===== config.mk =====
export PLATFORM = sky130hd
export DESIGN_NAME = bus_bridge_target_uart_wrapper
export DESIGN_NICKNAME = d
export VERILOG_FILES = /design/src/rtl/bus_bridge_pkg.sv /design/src/rtl/uart.sv /design/src/rtl/bus_bridge_target_uart_wrapper.sv
export SDC_FILE = /design/constraint.sdc
export NUM_CORES = 1
export LEC_CHECK = 0
export BUFFER_PORTS_ARGS = -buffer_cell sky130_fd_sc_hd__buf_2
export CAP_MARGIN = 20
export CORE_MARGIN = 4
export CORE_UTILIZATION = 52
export DETAILED_ROUTE_END_ITERATION = 16
export GPL_TIMING_DRIVEN = 0
export PLACE_DENSITY_LB_ADDON = 0.12
export SLEW_MARGIN = 30
export SYNTH_ARGS = -nofsm -noshare
export SYNTH_HDL_FRONTEND = slang
export SYNTH_HIERARCHICAL = 1
export SYNTH_SLANG_ARGS = --single-unit

===== constraint.sdc =====
create_clock -name clk -period 2.73 [get_ports clk]
set_input_delay 0.4095 -clock clk [delete_from_list [all_inputs] [get_ports clk]]
set_output_delay 0.4095 -clock clk [all_outputs]
set_load 0.03 [all_outputs]

===== src/rtl/bus_bridge_pkg.sv =====
// Shared request/response types and frame constants for the UART bus-bridge link.
package bus_bridge_pkg;

  typedef struct packed {
    logic [15:0] addr;
    logic [7:0]  write_data;
    logic        is_write;
  } bus_bridge_req_t;

  typedef struct packed {
    logic [7:0] read_data;
    logic       is_write;
  } bus_bridge_resp_t;

  localparam int         REQ_FRAME_BYTES   = 4;
  localparam int         RESP_FRAME_BYTES  = 2;
  localparam logic [7:0] TIMEOUT_READ_DATA = 8'hFF;

  // Request frame byte order: addr lo, addr hi, write data, flags.
  function automatic logic [7:0] req_frame_byte(bus_bridge_req_t r, logic [1:0] idx);
    case (idx)
      2'd0:    return r.addr[7:0];
      2'd1:    return r.addr[15:8];
      2'd2:    return r.write_data;
      default: return {7'b0, r.is_write};
    endcase
  endfunction

endpackage


===== src/rtl/uart.sv =====
// 8N1 UART: shift-register transmitter plus mid-bit sampling receiver with sticky ready.
module uart #(
  parameter int DATA_BITS    = 8,
  parameter int CLKS_PER_BIT = 434
) (
  input  logic                 clk_50m,
  input  logic                 rst_n,
  input  logic [DATA_BITS-1:0] data_in,
  input  logic                 wr_en,
  input  logic                 clear,
  output logic                 Tx,
  output logic                 Tx_busy,
  input  logic                 Rx,
  output logic                 ready,
  input  logic                 ready_clr,
  output logic [DATA_BITS-1:0] data_out
);

  localparam int         FRAME      = DATA_BITS + 2;
  localparam logic [15:0] BIT_LAST  = 16'(CLKS_PER_BIT - 1);
  localparam logic [15:0] HALF_BIT  = 16'(CLKS_PER_BIT / 2);
  localparam logic [3:0] FRAME_LAST = 4'(FRAME - 1);

  logic [FRAME-1:0]     tx_sh;
  logic [15:0]          tx_cnt, rx_cnt;
  logic [3:0]           tx_bit, rx_bit;
  logic [1:0]           rx_sync;
  logic                 rx_active;
  logic [DATA_BITS-1:0] rx_sh;

  assign Tx = tx_sh[0];

  always_ff @(posedge clk_50m or negedge rst_n) begin
    if (!rst_n) begin
      tx_sh   <= '1;
      Tx_busy <= 1'b0;
      tx_cnt  <= '0;
      tx_bit  <= '0;
    end else if (!Tx_busy) begin
      if (wr_en) begin
        tx_sh   <= {1'b1, data_in, 1'b0};
        Tx_busy <= 1'b1;
        tx_cnt  <= '0;
        tx_bit  <= '0;
      end
    end else if (tx_cnt == BIT_LAST) begin
      tx_cnt <= '0;
      tx_sh  <= {1'b1, tx_sh[FRAME-1:1]};
      tx_bit <= tx_bit + 4'd1;
      if (tx_bit == FRAME_LAST) Tx_busy <= 1'b0;
    end else begin
      tx_cnt <= tx_cnt + 16'd1;
    end
  end

  // Start edge preloads the counter by half a bit so samples land mid-bit.
  always_ff @(posedge clk_50m or negedge rst_n) begin
    if (!rst_n) begin
      rx_sync   <= 2'b11;
      rx_active <= 1'b0;
      rx_cnt    <= '0;
      rx_bit    <= '0;
      rx_sh     <= '0;
      ready     <= 1'b0;
      data_out  <= '0;
    end else begin
      rx_sync <= {rx_sync[0], Rx};
      if (clear) begin
        rx_active <= 1'b0;
        ready     <= 1'b0;
      end else begin
        if (ready_clr) ready <= 1'b0;
        if (!rx_active) begin
          if (!rx_sync[1]) begin
            rx_active <= 1'b1;
            rx_cnt    <= HALF_BIT;
            rx_bit    <= '0;
          end
        end else if (rx_cnt == BIT_LAST) begin
          rx_cnt <= '0;
          rx_bit <= rx_bit + 4'd1;
          if (rx_bit == 4'd0) begin
            if (rx_sync[1]) rx_active <= 1'b0;
          end else if (rx_bit == FRAME_LAST) begin
            rx_active <= 1'b0;
            ready     <= 1'b1;
            data_out  <= rx_sh;
          end else begin
            rx_sh <= {rx_sync[1], rx_sh[DATA_BITS-1:1]};
          end
        end else begin
          rx_cnt <= rx_cnt + 16'd1;
        end
      end
    end
  end

endmodule


===== src/rtl/bus_bridge_target_uart_wrapper.sv =====
// Target-side UART bridge: request stream -> 4-byte frame out, 2-byte frame in -> response stream.
// Optional response timeout enabled by defining BUS_BRIDGE_UART_TIMEOUT_EN.
module bus_bridge_target_uart_wrapper
  import bus_bridge_pkg::*;
#(
  parameter int TIMEOUT_CYCLES = 1_000_000,
  parameter int CLKS_PER_BIT   = 434
) (
  input  logic             clk,
  input  logic             rst_n,
  input  logic             uart_rx,
  output logic             uart_tx,
  input  logic             req_valid,
  output logic             req_ready,
  input  bus_bridge_req_t  req_payload,
  output logic             resp_valid,
  input  logic             resp_ready,
  output bus_bridge_resp_t resp_payload
);

  typedef enum logic [2:0] {
    IDLE, SEND, WAIT_TX, WAIT_RESP_DATA, WAIT_RESP_FLAGS, RESP_HOLD
  } state_t;

  localparam logic [1:0] LAST_IDX = 2'(REQ_FRAME_BYTES - 1);

  state_t          state, state_nxt;
  bus_bridge_req_t req_q;
  logic [1:0]      idx;
  logic            wr_en, ready_clr, tx_busy, rx_ready, busy_q, rdy_q;
  logic [7:0]      tx_data, rx_data;
  logic            tx_done, rx_evt, in_wait_resp, to_fire;

  assign tx_done      = busy_q & ~tx_busy;
  assign rx_evt       = rx_ready & ~rdy_q;
  assign in_wait_resp = (state == WAIT_RESP_DATA) || (state == WAIT_RESP_FLAGS);
  assign req_ready    = (state == IDLE);

`ifdef BUS_BRIDGE_UART_TIMEOUT_EN
  logic [31:0] to_cnt;

  // A byte landing on the timeout cycle wins over the timeout.
  assign to_fire = in_wait_resp && !rx_evt && (to_cnt == 32'(TIMEOUT_CYCLES - 1));

  always_ff @(posedge clk or negedge rst_n) begin
    if (!rst_n)                                                to_cnt <= '0;
    else if (rx_evt || (state == WAIT_TX && tx_done && idx == LAST_IDX)) to_cnt <= '0;
    else if (in_wait_resp)                                     to_cnt <= to_cnt + 32'd1;
  end
`else
  assign to_fire = 1'b0;
`endif

  always_ff @(posedge clk or negedge rst_n) begin
    if (!rst_n) state <= IDLE;
    else        state <= state_nxt;
  end

  always_comb begin
    state_nxt = state;
    case (state)
      IDLE:            if (req_valid) state_nxt = SEND;
      SEND:            if (!tx_busy) state_nxt = WAIT_TX;
      WAIT_TX:         if (tx_done) state_nxt = (idx == LAST_IDX) ? WAIT_RESP_DATA : SEND;
      WAIT_RESP_DATA:  if (rx_evt) state_nxt = WAIT_RESP_FLAGS;
                       else if (to_fire) state_nxt = RESP_HOLD;
      WAIT_RESP_FLAGS: if (rx_evt || to_fire) state_nxt = RESP_HOLD;
      RESP_HOLD:       if (resp_ready) state_nxt = IDLE;
      default:         state_nxt = IDLE;
    endcase
  end

  always_ff @(posedge clk or negedge rst_n) begin
    if (!rst_n) begin
      req_q        <= '0;
      idx          <= '0;
      wr_en        <= 1'b0;
      tx_data      <= '0;
      ready_clr    <= 1'b0;
      busy_q       <= 1'b0;
      rdy_q        <= 1'b0;
      resp_valid   <= 1'b0;
      resp_payload <= '0;
    end else begin
      busy_q    <= tx_busy;
      rdy_q     <= rx_ready;
      ready_clr <= rx_evt;
      wr_en     <= 1'b0;
      case (state)
        IDLE: if (req_valid) begin
          req_q <= req_payload;
          idx   <= '0;
        end
        SEND: if (!tx_busy) begin
          wr_en   <= 1'b1;
          tx_data <= req_frame_byte(req_q, idx);
        end
        WAIT_TX: if (tx_done && idx != LAST_IDX) idx <= idx + 2'd1;
        WAIT_RESP_DATA, WAIT_RESP_FLAGS: begin
          if (rx_evt) begin
            if (state == WAIT_RESP_DATA) resp_payload.read_data <= rx_data;
            else begin
              resp_payload.is_write <= rx_data[0];
              resp_valid            <= 1'b1;
            end
          end else if (to_fire) begin
            resp_payload.read_data <= TIMEOUT_READ_DATA;
            resp_payload.is_write  <= req_q.is_write;
            resp_valid             <= 1'b1;
          end
        end
        RESP_HOLD: if (resp_ready) resp_valid <= 1'b0;
        default: ;
      endcase
    end
  end

  uart #(
    .DATA_BITS   (8),
    .CLKS_PER_BIT(CLKS_PER_BIT)
  ) u_uart (
    .clk_50m  (clk),
    .rst_n    (rst_n),
    .data_in  (tx_data),
    .wr_en    (wr_en),
    .clear    (1'b0),
    .Tx       (uart_tx),
    .Tx_busy  (tx_busy),
    .Rx       (uart_rx),
    .ready    (rx_ready),
    .ready_clr(ready_clr),
    .data_out (rx_data)
  );

endmodule


After elaboration in Yosys (flattened, before gate mapping):

Cells that the tools add are included.

* bits in read-only memories: 0
* memories kept: 0
* output and inout bits: 12
* bits in latches: 0
* input port bits: 30
* bits in writable memories: 0
* word-level logic and storage cells: 127
* flip-flop bits (word level): 123

* magnitude comparators: 0
* div/mod/pow operators: 0
* reductions and logical operators: 19
* bitwise operators: 7
* muxes and demuxes: 47
* equality and inequality tests: 25
* add/sub/neg operators: 5
* $mul: 0
* shift operators: 0

Operators by type and width (count)
* $mux W16: 6
* $add A16 B1 Y16 const B: 2
* $eq A16 B9 Y1 const B: 2
* $mux W10: 3
* $ne A2 B2 Y1 const B: 13
* $mux W4: 6
* $pmux W8 S3: 1
* $mux W1: 19
* $mux W3: 6
* $pmux W3 S6: 1
* $reduce_and A4 Y1: 3
* $reduce_and A3 Y1: 3
* $add A4 B1 Y4 const B: 2
* $eq A4 B4 Y1 const B: 2
* $reduce_and A2 Y1: 4
* $eq A3 B2 Y1 const B: 2
* $eq A3 B3 Y1 const B: 2
* $mux W2: 3
* $reduce_and A6 Y1: 1
* $reduce_bool A2 Y1: 3
* $not A1 Y1: 5
* $eq A2 B2 Y1 const B: 2
* $logic_not A4 Y1: 1
* $pmux W2 S2: 1
* other kinds (9): 10

Longest topological paths before layout:

Gate-level depths: netlist (run 1).

* depth after elaboration: 5
* mapped depth: 8
* mapped depth without buffers: 6

Cells and area by module:

Netlist (run 1), hierarchy kept.

Modules (own cells, without submodules)
* uart: cells each 359, seq. area each 1765.4 um2, times used 1, area an instance 3816.2 um2
* bus_bridge_target_uart_wrapper: cells each 167, seq. area each 1301.2 um2, times used 1, area an instance 2235.9 um2

Least setup slack after synthesis (run 1):

Ideal clock, no wire load.

* path kind: register to register
* from: register u_uart.tx_cnt[1]
* to: register u_uart.tx_bit[3]
* period minus slack after synthesis: 2.138 ns
* setup slack: 0.592 ns
* cell stages (with the launch flop): 9
* arrival: 2.006 ns
* data required time: 2.598 ns
* library setup time: 0.132 ns
* buffers on the path: 2
* path through: dfrtp_1 -> inv_1 -> ha_1 -> or3b_2 -> o41a_1 -> buf_4 -> buf_6 -> o21ai_1 -> o211ai_1

* cells in the longest elaborated chain, start to end: 3

Ends and longest elaborated chain
* from (decl): line uart.sv:25 `logic [15:0] tx_cnt, rx_cnt;`
* from (signal assigned): line uart.sv:52 `tx_cnt <= tx_cnt + 16'd1;`
* $eq A16 B9 Y1: line uart.sv:46 `end else if (tx_cnt == BIT_LAST) begin`
* $ne A2 B2 Y1 (no source line)
* $reduce_and A2 Y1 (no source line)
* to (signal assigned): line uart.sv:49 `tx_bit <= tx_bit + 4'd1;`
* to (decl): line uart.sv:26 `logic [3:0] tx_bit, rx_bit;`

No other way between the ends.
A chain may end at the register's enable or synchronous reset.

Worst setup path in the final report (run 1):

* from: register u_uart.tx_cnt[1]
* to: register u_uart.tx_cnt[12]

* cells in the longest elaborated chain, start to end: 3
* elaborated cells between the ends (all ways): 4
* classes of those cells: add/sub (1); eq/ne (1); mux (2)

Ends and longest elaborated chain
* $add A16 B1 Y16 or $eq A16 B9 Y1 (tied branches): line uart.sv:52, uart.sv:46
* $mux W16 *: line uart.sv:46
* $mux W16 *: line uart.sv:39 `end else if (!Tx_busy) begin`

Every way passes the cells marked *; elsewhere a longest branch is shown, timed or not.

==> run metrics, run 1 <==
Worst Reg-to-Reg Cells 7; die area 13400 um^2; fin nets 636; deepest clock path buffer count 2; R2R Path End u_uart/tx_cnt[12]; Placed Area between 6000 and 7000 um^2; Fmax approximately 420 MHz; CTS Buf Count 17; Required @ worst endpoint 3030 ps; Pre-Repair DR Iteration Count 5; Post-synth EDFFs 0; Clock transition at path regs roughly 60 ps; Synth cell types 76; period utilisation layout 0.874; CTS root buf clkbuf_16; Least-Margin Pin Slew 870 ps; top post-synthesis cells by area dfrtp_1 46%, mux2_2 7.1%, dfstp_2 4.8%; CTS H-tree depth 4; post-layout min period ~2400 ps; Skew-Pair Late Insertion Delay between 400 and 500 ps; WL/cell 17.2 um; clk_skew ~9 ps; hold path depth 1; Synth Warn # 6; first-pass GRT wire length approximately 22 mm; largest net degree at the start of global routing 89; top cell type's share of synthesized area 0.459; final hold violation count 0; Setup Viol. Count Final 0; diode count 0; Most used DFF post-synth dfrtp_1; P per Cell Area ~940 nW/um^2; Final Max Tran Viols 0; register area share after synthesis 0.507; syn_area_per_cell approximately 12 um^2; Remaining Overflow, GRT 0; Final Non-Filler Cells 749; placed cells 716; row cnt 39; Final Cell Area between 7000 and 8000 um^2; Layout area overhead 19.1%; post-DP HPWL 8.40 mm; vias post-DR 4375; leakage 3.28 nW; Worst EP arrival around 2700 ps; Post-Synth Simple-Gate Area 0.161; TritonCTS clock tree done; cell taking the most area after synthesis dfrtp_1; crit path max fanout 10; Routed Antenna Nets 0; vias in the first global route 4402; status complete, no violations; cell count after synthesis between 500 and 600; GPL Wtd Cong between 0.8 and 0.9; Starting DRT DRC Count 334; FFs w/ async S/R, synth 1.00; min-delay src uart_rx; Die Y-Extent 116 um; Core Area 11400 um^2; clk sinks 122; Tot GR Track Use 0.205; number of vias per cell 5.84; Remaining DRCs 0; setup repair bufs after CTS 0; VDD IR-drop max 1070 uV; adder-cell share of the synthesized area 0.0269; type of the worst min-delay path input port to flip-flop; Rel. slew slack 0.418; Register-to-Register Setup Slack 340 ps; Final Util 0.631; Hold EP u_uart/rx_sync[0]; Crit Reg-Reg Startpoint u_uart/tx_cnt[1]; final WL 12.9 mm; Synth Area in Compound Gates 0.140; Yosys reg bits between 100 and 150; CP Capture Type flip-flop; DIE WIDTH 116 um; post-synthesis xor/xnor area fraction 0; RSZ-0062 raised after global routing no; main combinational cell family by area after synthesis simple AND/OR/NAND/NOR gates; initial antenna violation count 0; Worst setup SP type flip-flop; most frequent cells in the layout 111 x dfrtp_1, 45 x nand2_1, 42 x buf_2; effective utilization at floorplan 0.530; Syn Std Cell Area a little over 6000 um^2; I/O pin count 42; share of layout cells above drive strength 1 0.290; post-synthesis mux area share 0.119; layout filler cell count 913; Crit Path Category flip-flop to flip-flop; commonest non-fill, non-tap cell in the layout dfrtp_1; WHS around 94 ps; number of port buffers 41; Max-cap violations 0
-- logic make-up after synthesis --
| kind of cell | after synthesis |
|---|---|
| AND/OR/NAND/NOR | 154 |
| AO/OA/AOI/OAI | 123 |
| flip-flops | 122 |
| multiplexers | 63 |
| buffers and inverters | 50 |
| adder cells (fa/ha/maj) | 13 |
| other | 1 |
-- worst max path at each step --
stage / startpoint / end / slack (ps) / cells after the start
5_1_grt: u_uart/tx_cnt[1] / u_uart/tx_cnt[7] / 230 / 6
3_3_place_gp: rst_n / resp_payload[6] / -310 / 1
2_1_floorplan: u_uart/tx_cnt[1] / u_uart/tx_bit[3] / 590 / 8
3_5_place_dp: u_uart/tx_cnt[1] / u_uart/tx_cnt[12] / 360 / 7
6_report: u_uart/tx_cnt[1] / u_uart/tx_cnt[12] / 340 / 7
4_1_cts: u_uart/tx_cnt[1] / u_uart/tx_cnt[12] / 340 / 7
-- worst max-delay path: stages (launching register included) --
cell	delay, ps
dfrtp_1	420
inv_1	90
ha_1	130
or3b_2	520
o41ai_4	660
buf_6	230
nor2_1	60
o21ba_1	160
-- synthesized netlist by cell type (9+ instances only) --
cell type	n
dfrtp_1	111
nand2_1	45
mux2_2	38
nand3_1	23
o21ai_0	22
a21oi_1	21
inv_1	20
a31oi_1	17
ha_1	13
mux2i_1	13
dfstp_2	11
nor2_1	11
or4_1	11
clkbuf_1	10
buf_6	9
-- metrics by stage --
step	power, mW	TNS [ps]	setup WS [ps]
5_1_grt	7.18	0	228
4_1_cts	6.86	0	338
6_report	6.81	0	344
3_5_place_dp	4.13	0	362
3_3_place_gp	4.05	-32790	-307
2_1_floorplan	3.69	0	592
-- area by class of cell --
type | count | area (um^2) | area share
multi-input combinational | 359 | 2730 | 0.379
buffer | 28 | 191 | 0.0265
inverter | 22 | 82.6 | 0.0115
clock buffer | 21 | 470 | 0.0652
clock inverter | 11 | 238 | 0.0330
tap | 143 | 179 | 0.0248
sequential | 122 | 3070 | 0.425
timing repair buffer | 43 | 253 | 0.0351
-- flip-flops by register name (all words and copies together) (netlist names) --
name,count
busy_q,1
u_uart/rx_sh,8
u_uart/Tx_busy,1
u_uart/rx_bit,4
resp_payload,9
u_uart/tx_sh,9
u_uart/rx_cnt,16
u_uart/tx_bit,4
req_q,25
wr_en,1
u_uart/data_out,8
u_uart/tx_cnt,16
u_uart/ready,1
tx_data,8
state,3
u_uart/rx_active,1
ready_clr,1
rdy_q,1
idx,2
u_uart/rx_sync,2
resp_valid,1
-- what timing repair did --
| item | in CTS | in global routing |
|---|---|---|
| endpoints found under the hold margin | 25 | 0 |
| setup endpoints to repair | 0 | 0 |
| hold buffers | 1 | 0 |
| gates resized for setup | 0 | 0 |
-- where the power goes --
part           total (mW)  internal, mW  switching (mW)
Clock                2.68          1.88           0.803
Combinational        1.57         0.724           0.843
Sequential           2.56          2.25           0.316
-- metal layers --
layer,track usage,share of wire,vias up
met5,0,0,-
met4,0.0626,0.013,0
li1,-,-,2097
met2,0.328,0.50,82
met3,0.0554,0.040,15
met1,0.276,0.45,2181
Note: power is estimated with default switching activity, not from simulation.
==> inputs of run 2 (changes only) <==
- CORE_UTILIZATION: 52 -> 35
==> run metrics, run 2 (synthesized netlist as in run 1, its figures left out) <==
WHS 90.7 ps; clk_skew 7.98 ps; Max-cap violations 0; Skew-Pair Late Insertion Delay 420 ps; largest net degree at the start of global routing 69; vias post-DR 4395; TNS Setup 0 ps; commonest non-fill, non-tap cell in the layout dfrtp_1; Least-Margin Pin Slew 834 ps; Fmax roughly 420 MHz; Register-to-Register Setup Slack 370 ps; max FFs per register 25; Remaining DRCs 0; post-layout min period roughly 2400 ps; Required @ worst endpoint 3030 ps; die area 19500 um^2; Crit Reg-Reg Startpoint u_uart/tx_cnt[1]; VDD IR-drop max 483 uV; Clock transition at path regs 60 ps; Tot GR Track Use 0.146; Regs by FF count req_q x25, u_uart/rx_cnt x16, u_uart/tx_cnt x16; fin nets roughly 640; deepest clock path buffer count 2; Routed Antenna Nets 0; Final Max Tran Viols 0; vias in the first global route approximately 4500; Layout area overhead 18.7%; Starting DRT DRC Count about 270; Remaining Overflow, GRT 0; Crit Path Category flip-flop to flip-flop; min-delay src uart_rx; clk sinks approximately 120; CTS Buf Count 17; CTS root buf clkbuf_16; P per Cell Area 879 nW/um^2; hold path depth 1; leakage 3.20 nW; number of vias per cell approximately 5.3; effective utilization at floorplan 0.361; period utilisation layout 0.865; share of layout cells above drive strength 1 0.292; final WL 13.4 mm; Worst setup SP type flip-flop; Final Util 0.429; CP Capture Type flip-flop; status complete, no violations; Worst EP arrival 2660 ps; WL/cell approximately 16 um; GPL Wtd Cong 0.828; RSZ-0062 raised after global routing no; R2R Path End u_uart/tx_cnt[12]; DIE WIDTH 139 um; type of the worst min-delay path input port to flip-flop; first-pass GRT wire length 23.1 mm; CTS H-tree depth 4; crit path max fanout 10; number of port buffers 41; most frequent cells in the layout 111 x dfrtp_1, 45 x nand2_1, 42 x buf_2; diode count 0; Worst Reg-to-Reg Cells 7; initial antenna violation count 0; final hold violation count 0; post-DP HPWL between 9 and 10 mm; TritonCTS clock tree done; Setup Viol. Count Final 0; Core Area 16800 um^2; row cnt 47; I/O pin count 42; Die Y-Extent 139 um; Hold EP u_uart/rx_sync[0]; Pre-Repair DR Iteration Count 5; setup repair bufs after CTS 0; Reg with most FFs req_q; Rel. slew slack 0.442
-- run 2: where the power goes --
part / leakage, nW / internal (mW) / total [mW] / switching (mW)
clock network: 0.274 / 1.37 / 2.22 / 0.849
logic: 1.38 / 0.723 / 1.55 / 0.829
registers: 1.55 / 2.25 / 2.55 / 0.305
total: 3.20 / 4.34 / 6.32 / 1.98
-- run 2: timing repair --
| action | in CTS | in global routing |
|---|---|---|
| gates resized for setup | 0 | 0 |
| hold buffers | 1 | 0 |
| endpoints found under the hold margin | 62 | 0 |
-- run 2: critical path: stages (launching register included) --
cell	delay, ps
dfrtp_1	420
inv_1	90
ha_1	130
or3b_2	520
o41ai_4	650
buf_6	230
nor2_1	60
o21ba_1	160
-- run 2: metal layers --
metal | GRT usage | up-vias | routed length (um)
li1 | - | 2108 | -
met1 | 0.192 | 2183 | 6310
met2 | 0.228 | 85 | 6340
met3 | 0.0412 | 19 | 582
met4 | 0.0592 | 0 | 216
met5 | 0 | - | 0
-- run 2: worst max path at each step --
stage               slack (ps)             start           endpoint  depth (start not counted)
floorplan                  590  u_uart/tx_cnt[1]   u_uart/tx_bit[3]                          8
global placement          -410             rst_n    resp_payload[5]                          1
detailed placement         370  u_uart/tx_cnt[1]   u_uart/tx_cnt[7]                          6
CTS                        350  u_uart/tx_cnt[1]  u_uart/tx_cnt[12]                          7
global route               190  u_uart/tx_cnt[1]   u_uart/tx_cnt[7]                          6
finish                     370  u_uart/tx_cnt[1]  u_uart/tx_cnt[12]                          7
-- run 2: cell type report --
type	count	area, um^2
buffer	28	191
clock buffer	18	439
clock inverter	14	148
fill	1607	9570
inverter	22	82.6
multi-input combinational	359	2730
sequential	122	3070
tap	220	275
timing repair buffer	43	253
-- run 2: metrics by stage --
stage / power [mW] / std cells / cell area (um^2) / worst slack [ps]
2_1_floorplan: 3.69 / 531 / 6070 / 592
3_3_place_gp: 4.09 / 792 / 6550 / -406
3_5_place_dp: 4.15 / 793 / 6590 / 365
4_1_cts: 6.40 / 826 / 7190 / 352
5_1_grt: 6.74 / 826 / 7190 / 193
6_report: 6.32 / 826 / 7190 / 370
